File: src/rtl/serializer_defs_pkg.sv
// -----------------------------------------------------------------------------
// serializer_defs
// Definitions shared by the serializer family (this serializer and a future
// deserializer): FSM state encodings and the counter sizing helper.
// No ports; import with "import serializer_defs::*;".
// -----------------------------------------------------------------------------
package serializer_defs;

    // Transfer FSM states; the encodings are fixed so that other blocks and
    // debug tooling agree on them.
    typedef enum logic [1:0] {
        S_IDLE  = 2'b00,
        S_SHIFT = 2'b01,
        S_DONE  = 2'b10
    } ser_state_e;

    // Width of a counter able to index bits 0..width-1, never below one bit.
    function automatic int cnt_width(input int width);
        int w;
        w = $clog2(width);
        if (w < 1) begin
            w = 1;
        end else begin
            w = w;
        end
        return w;
    endfunction

endpackage

File: src/rtl/bit_counter.sv
// -----------------------------------------------------------------------------
// bit_counter
// Small bit-position counter shared by serializer/deserializer blocks.
// Ports:
//   clk    in   clock, rising edge
//   clr_n  in   asynchronous active-low reset, clears count
//   clear  in   synchronous clear (wins over inc)
//   inc    in   increment by one
//   count  out  [CW-1:0] current bit index
// -----------------------------------------------------------------------------
module bit_counter #(
    parameter int CW = 5
) (
    input  logic          clk,
    input  logic          clr_n,
    input  logic          clear,
    input  logic          inc,
    output logic [CW-1:0] count
);

    logic [CW-1:0] count_r;

    // Bit index register: clear has priority so a new word always starts at 0.
    always_ff @(posedge clk or negedge clr_n) begin
        if (!clr_n) begin
            count_r <= {CW{1'b0}};
        end else if (clear) begin
            count_r <= {CW{1'b0}};
        end else if (inc) begin
            count_r <= count_r + CW'(1);
        end else begin
            count_r <= count_r;
        end
    end

    assign count = count_r;

endmodule

File: src/rtl/register_serializer.sv
// -----------------------------------------------------------------------------
// register_serializer
// Captures a WIDTH-bit word on load (when idle) and shifts it out one bit per
// enabled cycle, LSB or MSB first, followed by a one-cycle done pulse.
// Ports:
//   clk         in   clock, rising edge
//   clr_n       in   asynchronous active-low reset
//   load        in   capture d (honoured only when idle)
//   d           in   [WIDTH-1:0] parallel word
//   en          in   shift enable, low stalls the transfer
//   sout        out  current serial bit (straight from the shift register)
//   sout_valid  out  sout is transferred this cycle (SHIFT and en)
//   busy        out  word in flight (SHIFT or DONE)
//   done        out  one-cycle completion pulse
// -----------------------------------------------------------------------------
module register_serializer
    import serializer_defs::*;
#(
    parameter int WIDTH     = 32,
    parameter bit LSB_FIRST = 1'b1
) (
    input  logic             clk,
    input  logic             clr_n,
    input  logic             load,
    input  logic [WIDTH-1:0] d,
    input  logic             en,
    output logic             sout,
    output logic             sout_valid,
    output logic             busy,
    output logic             done
);

    localparam int            CW   = cnt_width(WIDTH);
    localparam logic [CW-1:0] LAST = CW'(WIDTH - 1);

    ser_state_e       state_r;
    ser_state_e       state_s;
    logic [WIDTH-1:0] shreg_r;
    logic [CW-1:0]    count_s;
    logic             accept_s;
    logic             shift_s;
    logic             last_s;
    logic             inc_s;
    logic             busy_r;
    logic             done_r;

    // The counter stops at WIDTH-1 on the final bit instead of wrapping; it is
    // cleared again by the next accepted load.
    bit_counter #(
        .CW (CW)
    ) u_bit_counter (
        .clk   (clk),
        .clr_n (clr_n),
        .clear (accept_s),
        .inc   (inc_s),
        .count (count_s)
    );

    // State register.
    always_ff @(posedge clk or negedge clr_n) begin
        if (!clr_n) begin
            state_r <= S_IDLE;
        end else begin
            state_r <= state_s;
        end
    end

    // Next-state decode and per-cycle control strobes.
    always_comb begin
        state_s  = state_r;
        accept_s = 1'b0;
        shift_s  = 1'b0;
        last_s   = (count_s == LAST);
        case (state_r)
            S_IDLE: begin
                if (load) begin
                    accept_s = 1'b1;
                    state_s  = S_SHIFT;
                end else begin
                    state_s  = S_IDLE;
                end
            end
            S_SHIFT: begin
                if (en) begin
                    shift_s = 1'b1;
                    if (last_s) begin
                        state_s = S_DONE;
                    end else begin
                        state_s = S_SHIFT;
                    end
                end else begin
                    state_s = S_SHIFT;
                end
            end
            S_DONE: begin
                state_s = S_IDLE;
            end
            default: begin
                state_s = S_IDLE;
            end
        endcase
    end

    assign inc_s = shift_s & ~last_s;

    // Shift register: zero fill means it is empty again once the last bit has
    // left, which keeps sout at 0 in DONE and IDLE without extra gating.
    always_ff @(posedge clk or negedge clr_n) begin
        if (!clr_n) begin
            shreg_r <= {WIDTH{1'b0}};
        end else if (accept_s) begin
            shreg_r <= d;
        end else if (shift_s) begin
            if (LSB_FIRST) begin
                shreg_r <= {1'b0, shreg_r[WIDTH-1:1]};
            end else begin
                shreg_r <= {shreg_r[WIDTH-2:0], 1'b0};
            end
        end else begin
            shreg_r <= shreg_r;
        end
    end

    // Status flags registered from the next state so they line up with state_r.
    always_ff @(posedge clk or negedge clr_n) begin
        if (!clr_n) begin
            busy_r <= 1'b0;
            done_r <= 1'b0;
        end else begin
            busy_r <= (state_s != S_IDLE);
            done_r <= (state_s == S_DONE);
        end
    end

    assign sout       = LSB_FIRST ? shreg_r[0] : shreg_r[WIDTH-1];
    assign sout_valid = (state_r == S_SHIFT) & en;
    assign busy       = busy_r;
    assign done       = done_r;

endmodule

File: config.mk
export PLATFORM = sky130hd
export DESIGN_NAME = register_serializer
export DESIGN_NICKNAME = d
export VERILOG_FILES = /design/src/rtl/serializer_defs_pkg.sv /design/src/rtl/bit_counter.sv /design/src/rtl/register_serializer.sv
export SDC_FILE = /design/constraint.sdc
export NUM_CORES = 1
export LEC_CHECK = 0
export ABC_AREA = 1
export CAP_MARGIN = 20
export CORE_ASPECT_RATIO = 0.7
export CORE_UTILIZATION = 51
export CTS_CLUSTER_DIAMETER = 30
export CTS_CLUSTER_SIZE = 12
export DETAILED_ROUTE_END_ITERATION = 8
export GPL_ROUTABILITY_DRIVEN = 0
export MAX_ROUTING_LAYER = met4
export PLACE_DENSITY_LB_ADDON = 0.12
export REMOVE_ABC_BUFFERS = 1
export SKIP_CTS_REPAIR_TIMING = 1
export SLEW_MARGIN = 10
export SYNTH_ARGS = -nofsm -noshare
export SYNTH_HDL_FRONTEND = slang
export SYNTH_SLANG_ARGS = --single-unit
File: constraint.sdc
create_clock -name clk -period 2 [get_ports clk]
set_input_delay 0.3 -clock clk [delete_from_list [all_inputs] [get_ports clk]]
set_output_delay 0.3 -clock clk [all_outputs]
set_load 0.05 [all_outputs]
==> flow_summary.ini, run 1 <==
[run_status]
outcome = finished clean

[layout]
nNetsFinal = 355
post_route_cells_drive_above_1_share_pct = 6.31
layout_commonest_cell = sky130_fd_sc_hd__nand2_1
finalCoreUtilization_pct = 70.7
highest_count_cells_in_the_layout_ignoring_fill_and_taps = sky130_fd_sc_hd__nand2_1, sky130_fd_sc_hd__dfrtp_1, sky130_fd_sc_hd__clkdlybuf4s50_1
insertedDiodeCount = 0
area_delta_synth_final_pct = 26.9
ff_latch_area_mm2 = 0.00103
final_cell_count_no_fill = 367
final.fill_count = 318
design_area_mm2 = 0.00261
multi_input_comb_area_um2 = 933

[critical_path]
critical_path.cell_chain = clkdlybuf4s50_1
critical_path.max_fanout = 2
worst-endpoint-required_ns = 1.70
critical_path_class = reg2out
crit_slowest_cell = sky130_fd_sc_hd__clkdlybuf4s50_1
reg2regPathDepth = 9
r2r_start = u_bit_counter.count[0]
timing.critical_path.depth = 1
cp_data_arrival_time_ns = 1.46
cp_slowest_stage_delay_ns = 0.80
setup.worst_path.end_class = output port
path_buf_inv = 1
crit_path_end = sout
worstReg2RegEnd = u_bit_counter.count[2]
critPathLaunch = shreg_r[0]
start_kind = flop
path_delay_family = buffers and inverters
setup_slack_of_the_worst_register_to_register_path_ns = 0.39

[placed_design]
placed_cells_incl_taps = 360
postPlaceCellArea_mm2 = 0.00251
place.port_buffers = 39
dp_hpwl_um = 2650

[job]
maxCapViolations = 0

[die]
dieHeight_um = 55.2
start_util_pct = 55.7
core_region_area_mm2 = 0.00369
placement_rows = 18
ioPinCount = 40
chipWidth_um = 77.9
fp.dieArea_mm2 = 0.00430

[global_routing]
grt_max_degree = 42
track_usage_pct = 21.9
grt_pass1_wl_um = 6620
overflow = 0
first_global_vias = 1488
grt_antenna_before_repair = 0

[synth]
postSynthCellCount = 276
synth.ff_latch_count = 41
netlist_area_before_placement_mm2 = 0.00206
ys.warnings.count = 0
synth.distinct_cells = 17
synth.yosys.seq_area_share_pct = 49.8
syn_area_per_cell_um2 = 7.46

[routing]
detailroute.via_count = 1742
detail-route-antenna-nets = 0
drt-wirelength-per-cell_um = 10.8
firstDrtPassIters = 4
postRouteWirelength_um = 3970
average_vias_per_placed_instance = 4.75
drc = 0
drt_first_iter_violations = 82

[pwr]
power_per_cell_area_mw_per_mm2 = 880
p_leak_nw = 1.44
vdd_ir_drop_max_v = 0.000424

[clock_network]
cts_max_level = 2
clock_edge_transition_at_the_registers_on_the_reported_setup_and_hold_paths_ns = 0.07
clock_latency_ns = 0.30
cts.path.max_buffers = 2
numCtsBuffers = 5
cts.root.buffer_cell = sky130_fd_sc_hd__clkbuf_8
cts_sinks = 41
tritoncts = done

[timing]
timing.final.max_slew_violations = 0
finalHoldViolCount = 0
timing_worst_slew_pin_value_ns = 0.891
setup_viol = 0
final_period_minus_worst_setup_slack_ns = 1.76
grt_setup_unrepaired = false
achievable-frequency_mhz = 569
slew_headroom_pct = 40.6
final.setup_skew_ns = 0.00359
finalCritPeriodShare_pct = 87.9
total_negative_slack_for_setup_checks_ns = 0

[min_path]
worst_hold_path_type = in2async
==> cells in the mapped netlist, drive strengths merged <==
| library cell | number | area (um2) |
|---|---|---|
| o21a | 1 | 7.51 |
| o21ai | 3 | 15.0 |
| nor2 | 6 | 27.5 |
| nand3 | 5 | 25.0 |
| buf | 8 | 57.6 |
| or2 | 29 | 181 |
| dfrtp | 41 | 1030 |
| clkbuf | 4 | 15.0 |
| nand2 | 166 | 626 |
| inv | 7 | 26.3 |
| ha | 2 | 25.0 |
| nand3b | 1 | 7.51 |
| nand4 | 3 | 18.8 |
==> flip-flops by register name, summed over array words and instances (netlist names) <==
signal / cells
done: 1
u_bit_counter.count: 5
shreg_r: 32
busy: 1
state_r: 2
==> worst min path at each step <==
| stage | to | depth (start not counted) | start |
|---|---|---|---|
| after detailed placement | done | 1 | clr_n |
| final | busy | 1 | clr_n |
| after CTS | shreg_r[22] | 1 | clr_n |
| after global routing | u_bit_counter.count[4] | 1 | clr_n |
| after floorplan | busy | 0 | clr_n |
| after global placement | shreg_r[3] | 2 | shreg_r[3] |
==> per-stage QoR <==
step | setup WS [ns] | hold slack, ns | power (mW)
after floorplan | 0.291 | 0.00441 | 1.46
after global placement | 0.314 | 0.462 | 1.65
after detailed placement | 0.276 | 0.466 | 1.67
after CTS | 0.233 | 0.147 | 2.31
after global routing | 0.203 | 0.190 | 2.46
final | 0.242 | 0.123 | 2.30
==> routing by layer <==
metal	wire (um)	vias up	track usage, %
met5	0	-	-
met4	78	0	8.33
met3	167	8	7.54
met2	1680	31	33.3
met1	2050	790	27.7
li1	-	913	-
==> where the power goes <==
group	switching [mW]	internal [mW]	total, mW
Clock	0.281	0.363	0.643
Sequential	0.128	1.03	1.16
Combinational	0.262	0.230	0.492
Total	0.671	1.63	2.30
==> kinds of logic (layout without fill, tap and decap cells) <==
logic type      count (synthesis)  in the layout  share of synthesized area, %
simple gates                  210            210                          43.0
compound gates                  4              4                          1.09
flops                          41             41                          49.8
fa+ha+maj                       2              2                          1.22
buf+inv                        19             60                          4.80
==> cell type report <==
| cell class | count | share of cell area (%) |
|---|---|---|
| flip-flops and latches | 41 | 39.3 |
| multi-input cells | 216 | 35.7 |
| repair buffers | 46 | 17.6 |
| clock buffers | 5 | 2.63 |
| well taps | 50 | 2.39 |
| clock inverters | 2 | 1.34 |
| inverters | 7 | 1.01 |
Power figures use the tool's default switching activity.
==> run 2, diff against run 1 <==
--- a/config.mk
+++ b/config.mk
@@ -13,10 +13,12 @@
 export CTS_CLUSTER_SIZE = 12
 export DETAILED_ROUTE_END_ITERATION = 8
 export GPL_ROUTABILITY_DRIVEN = 0
+export HOLD_SLACK_MARGIN = 0.12
 export MAX_ROUTING_LAYER = met4
 export PLACE_DENSITY_LB_ADDON = 0.12
 export REMOVE_ABC_BUFFERS = 1
 export SKIP_CTS_REPAIR_TIMING = 1
+export SKIP_LAST_GASP = 1
 export SLEW_MARGIN = 10
 export SYNTH_ARGS = -nofsm -noshare
 export SYNTH_HDL_FRONTEND = slang
==> results of run 2 <==
Same layout as run 1: the final DEF is identical, and so are final timing and power.
==> run 3, diff against run 2 <==
--- a/config.mk
+++ b/config.mk
@@ -7,7 +7,7 @@
 export LEC_CHECK = 0
 export ABC_AREA = 1
 export CAP_MARGIN = 20
-export CORE_ASPECT_RATIO = 0.7
+export CORE_ASPECT_RATIO = 0.75
 export CORE_UTILIZATION = 51
 export CTS_CLUSTER_DIAMETER = 30
 export CTS_CLUSTER_SIZE = 12
==> flow_summary.ini, run 3 (synthesis results as in run 1) <==
[clock_network]
clock_latency_ns = 0.29
clock_edge_transition_at_the_registers_on_the_reported_setup_and_hold_paths_ns = 0.08
tritoncts = done
cts_max_level = 2
cts.root.buffer_cell = sky130_fd_sc_hd__clkbuf_8
cts.path.max_buffers = 2
cts_sinks = 41
numCtsBuffers = 5

[die]
dieHeight_um = 57.0
ioPinCount = 40
placement_rows = 19
fp.dieArea_mm2 = 0.00430
start_util_pct = 54.8
chipWidth_um = 75.4
core_region_area_mm2 = 0.00376

[pwr]
power_per_cell_area_mw_per_mm2 = 885
finalPower_mw = 2.34
cellInternalPower_mw = 1.67
p_sw_mw = 0.671
vdd_ir_drop_max_v = 0.000582
part_of_the_power_in_registers_pct = 49.7
combinationalPowerShare_pct = 21.2
p_leak_nw = 1.45
power_frac_clock_pct = 29.1
swShare_pct = 28.6

[timing]
total_negative_slack_for_setup_checks_ns = 0
final.setup_skew_ns = 0.00751
final.hold.worst_slack_ns = 0.474
timing_worst_slew_pin_value_ns = 0.491
setup_viol = 0
finalCritPeriodShare_pct = 87.2
slew_headroom_pct = 67.2
achievable-frequency_mhz = 573
final_period_minus_worst_setup_slack_ns = 1.74
finalHoldViolCount = 0
grt_setup_unrepaired = false
timing.final.max_slew_violations = 0

[min_path]
worst_hold_path_type = in2async

[critical_path]
start_kind = flop
crit_slowest_cell = sky130_fd_sc_hd__clkdlybuf4s50_1
critPathLaunch = shreg_r[0]
path_buf_inv = 1
cp_slowest_stage_delay_ns = 0.80
setup_slack_of_the_worst_register_to_register_path_ns = 0.32
crit_path_end = sout
setup.worst_path.end_class = output port
r2r_start = u_bit_counter.count[0]
worstReg2RegEnd = u_bit_counter.count[3]
worst-endpoint-required_ns = 1.70
reg2regPathDepth = 8
path_delay_family = buffers and inverters
cp_data_arrival_time_ns = 1.44
critical_path.max_fanout = 2
timing.critical_path.depth = 1
critical_path_class = reg2out
critical_path.cell_chain = clkdlybuf4s50_1

[routing]
met1_length_um = 2060
average_vias_per_placed_instance = 4.74
top_layer_used = met4
drc = 0
drt_first_iter_violations = 83
drt-wirelength-per-cell_um = 11.0
routed-wl-met3_um = 174
firstDrtPassIters = 4
detailroute.via_count = 1757
route.met2.wl_um = 1810
detail-route-antenna-nets = 0
postRouteWirelength_um = 4080

[layout]
nNetsFinal = 356
post_route_cells_drive_above_1_share_pct = 6.27
area_delta_synth_final_pct = 28.8
finalCoreUtilization_pct = 70.6
insertedDiodeCount = 0
final_cell_count_no_fill = 371
largest_register_ff_count = 32
highest_count_cells_in_the_layout_ignoring_fill_and_taps = sky130_fd_sc_hd__nand2_1, sky130_fd_sc_hd__dfrtp_1, sky130_fd_sc_hd__clkdlybuf4s50_1
layout_commonest_cell = sky130_fd_sc_hd__nand2_1
final.fill_count = 331
max_flop_register = shreg_r

[placed_design]
placed_cells_incl_taps = 362
dp_hpwl_um = 2720
place.port_buffers = 39

[global_routing]
grt_pass1_wl_um = 7020
track_usage_pct = 22.5
grt_antenna_before_repair = 0
first_global_vias = 1622
grt_max_degree = 32
overflow = 0

[run_status]
outcome = finished clean

[job]
maxCapViolations = 0
## run 3: changes by cell type in the layout (fill, tap and decap cells not counted)
cell | previous run | this run
sky130_fd_sc_hd__buf_12 | 2 | 3
sky130_fd_sc_hd__buf_4 | 6 | 5
sky130_fd_sc_hd__clkbuf_1 | 0 | 1
sky130_fd_sc_hd__clkbuf_8 | 5 | 6
sky130_fd_sc_hd__clkinv_2 | 1 | 0
sky130_fd_sc_hd__dlygate4sd3_1 | 0 | 1
## run 3: power groups by stage
stage / clock network, mW / registers [mW] / logic (mW)
detailed placement: 0 / 1.17 / 0.500
global placement: 0 / 1.17 / 0.476
floorplan: 0 / 1.17 / 0.293
CTS: 0.691 / 1.16 / 0.503
global route: 0.730 / 1.19 / 0.578
finish: 0.682 / 1.17 / 0.496
## run 3: area by class of cell
cell class / instances / area, um2 / share of cell area [%]
Clock inverter: 1 / 30.0 / 1.13
Multi-Input combinational cell: 216 / 933 / 35.2
Inverter: 7 / 26.3 / 0.992
Clock buffer: 7 / 86.3 / 3.26
Tap cell: 52 / 65.1 / 2.46
Timing Repair Buffer: 47 / 483 / 18.2
Sequential cell: 41 / 1030 / 38.7
## run 3: metal layers
layer,up-vias,track usage (%)
li1,914,-
met1,803,29.6
met4,0,6.35
met5,-,-
met3,5,5.30
met2,35,35.1
## run 3: how the worst min path moves through the flow
stage                startpoint                endpoint  slack, ns  cells after the start
floorplan                 clr_n                    busy      0.004                      0
CTS                       clr_n                    done      -0.06                      1
global route        shreg_r[22]             shreg_r[22]       0.50                      2
finish                    clr_n  u_bit_counter.count[0]       0.47                      2
detailed placement        clr_n             shreg_r[29]       0.25                      1
global placement          clr_n             shreg_r[29]       0.25                      1
## run 3: metrics by stage
| step | setup WS, ns | cell area [um2] |
|---|---|---|
| floorplan | 0.291 | 1990 |
| global placement | 0.320 | 2520 |
| detailed placement | 0.295 | 2520 |
| CTS | 0.245 | 2640 |
| global route | 0.198 | 2650 |
| finish | 0.255 | 2650 |
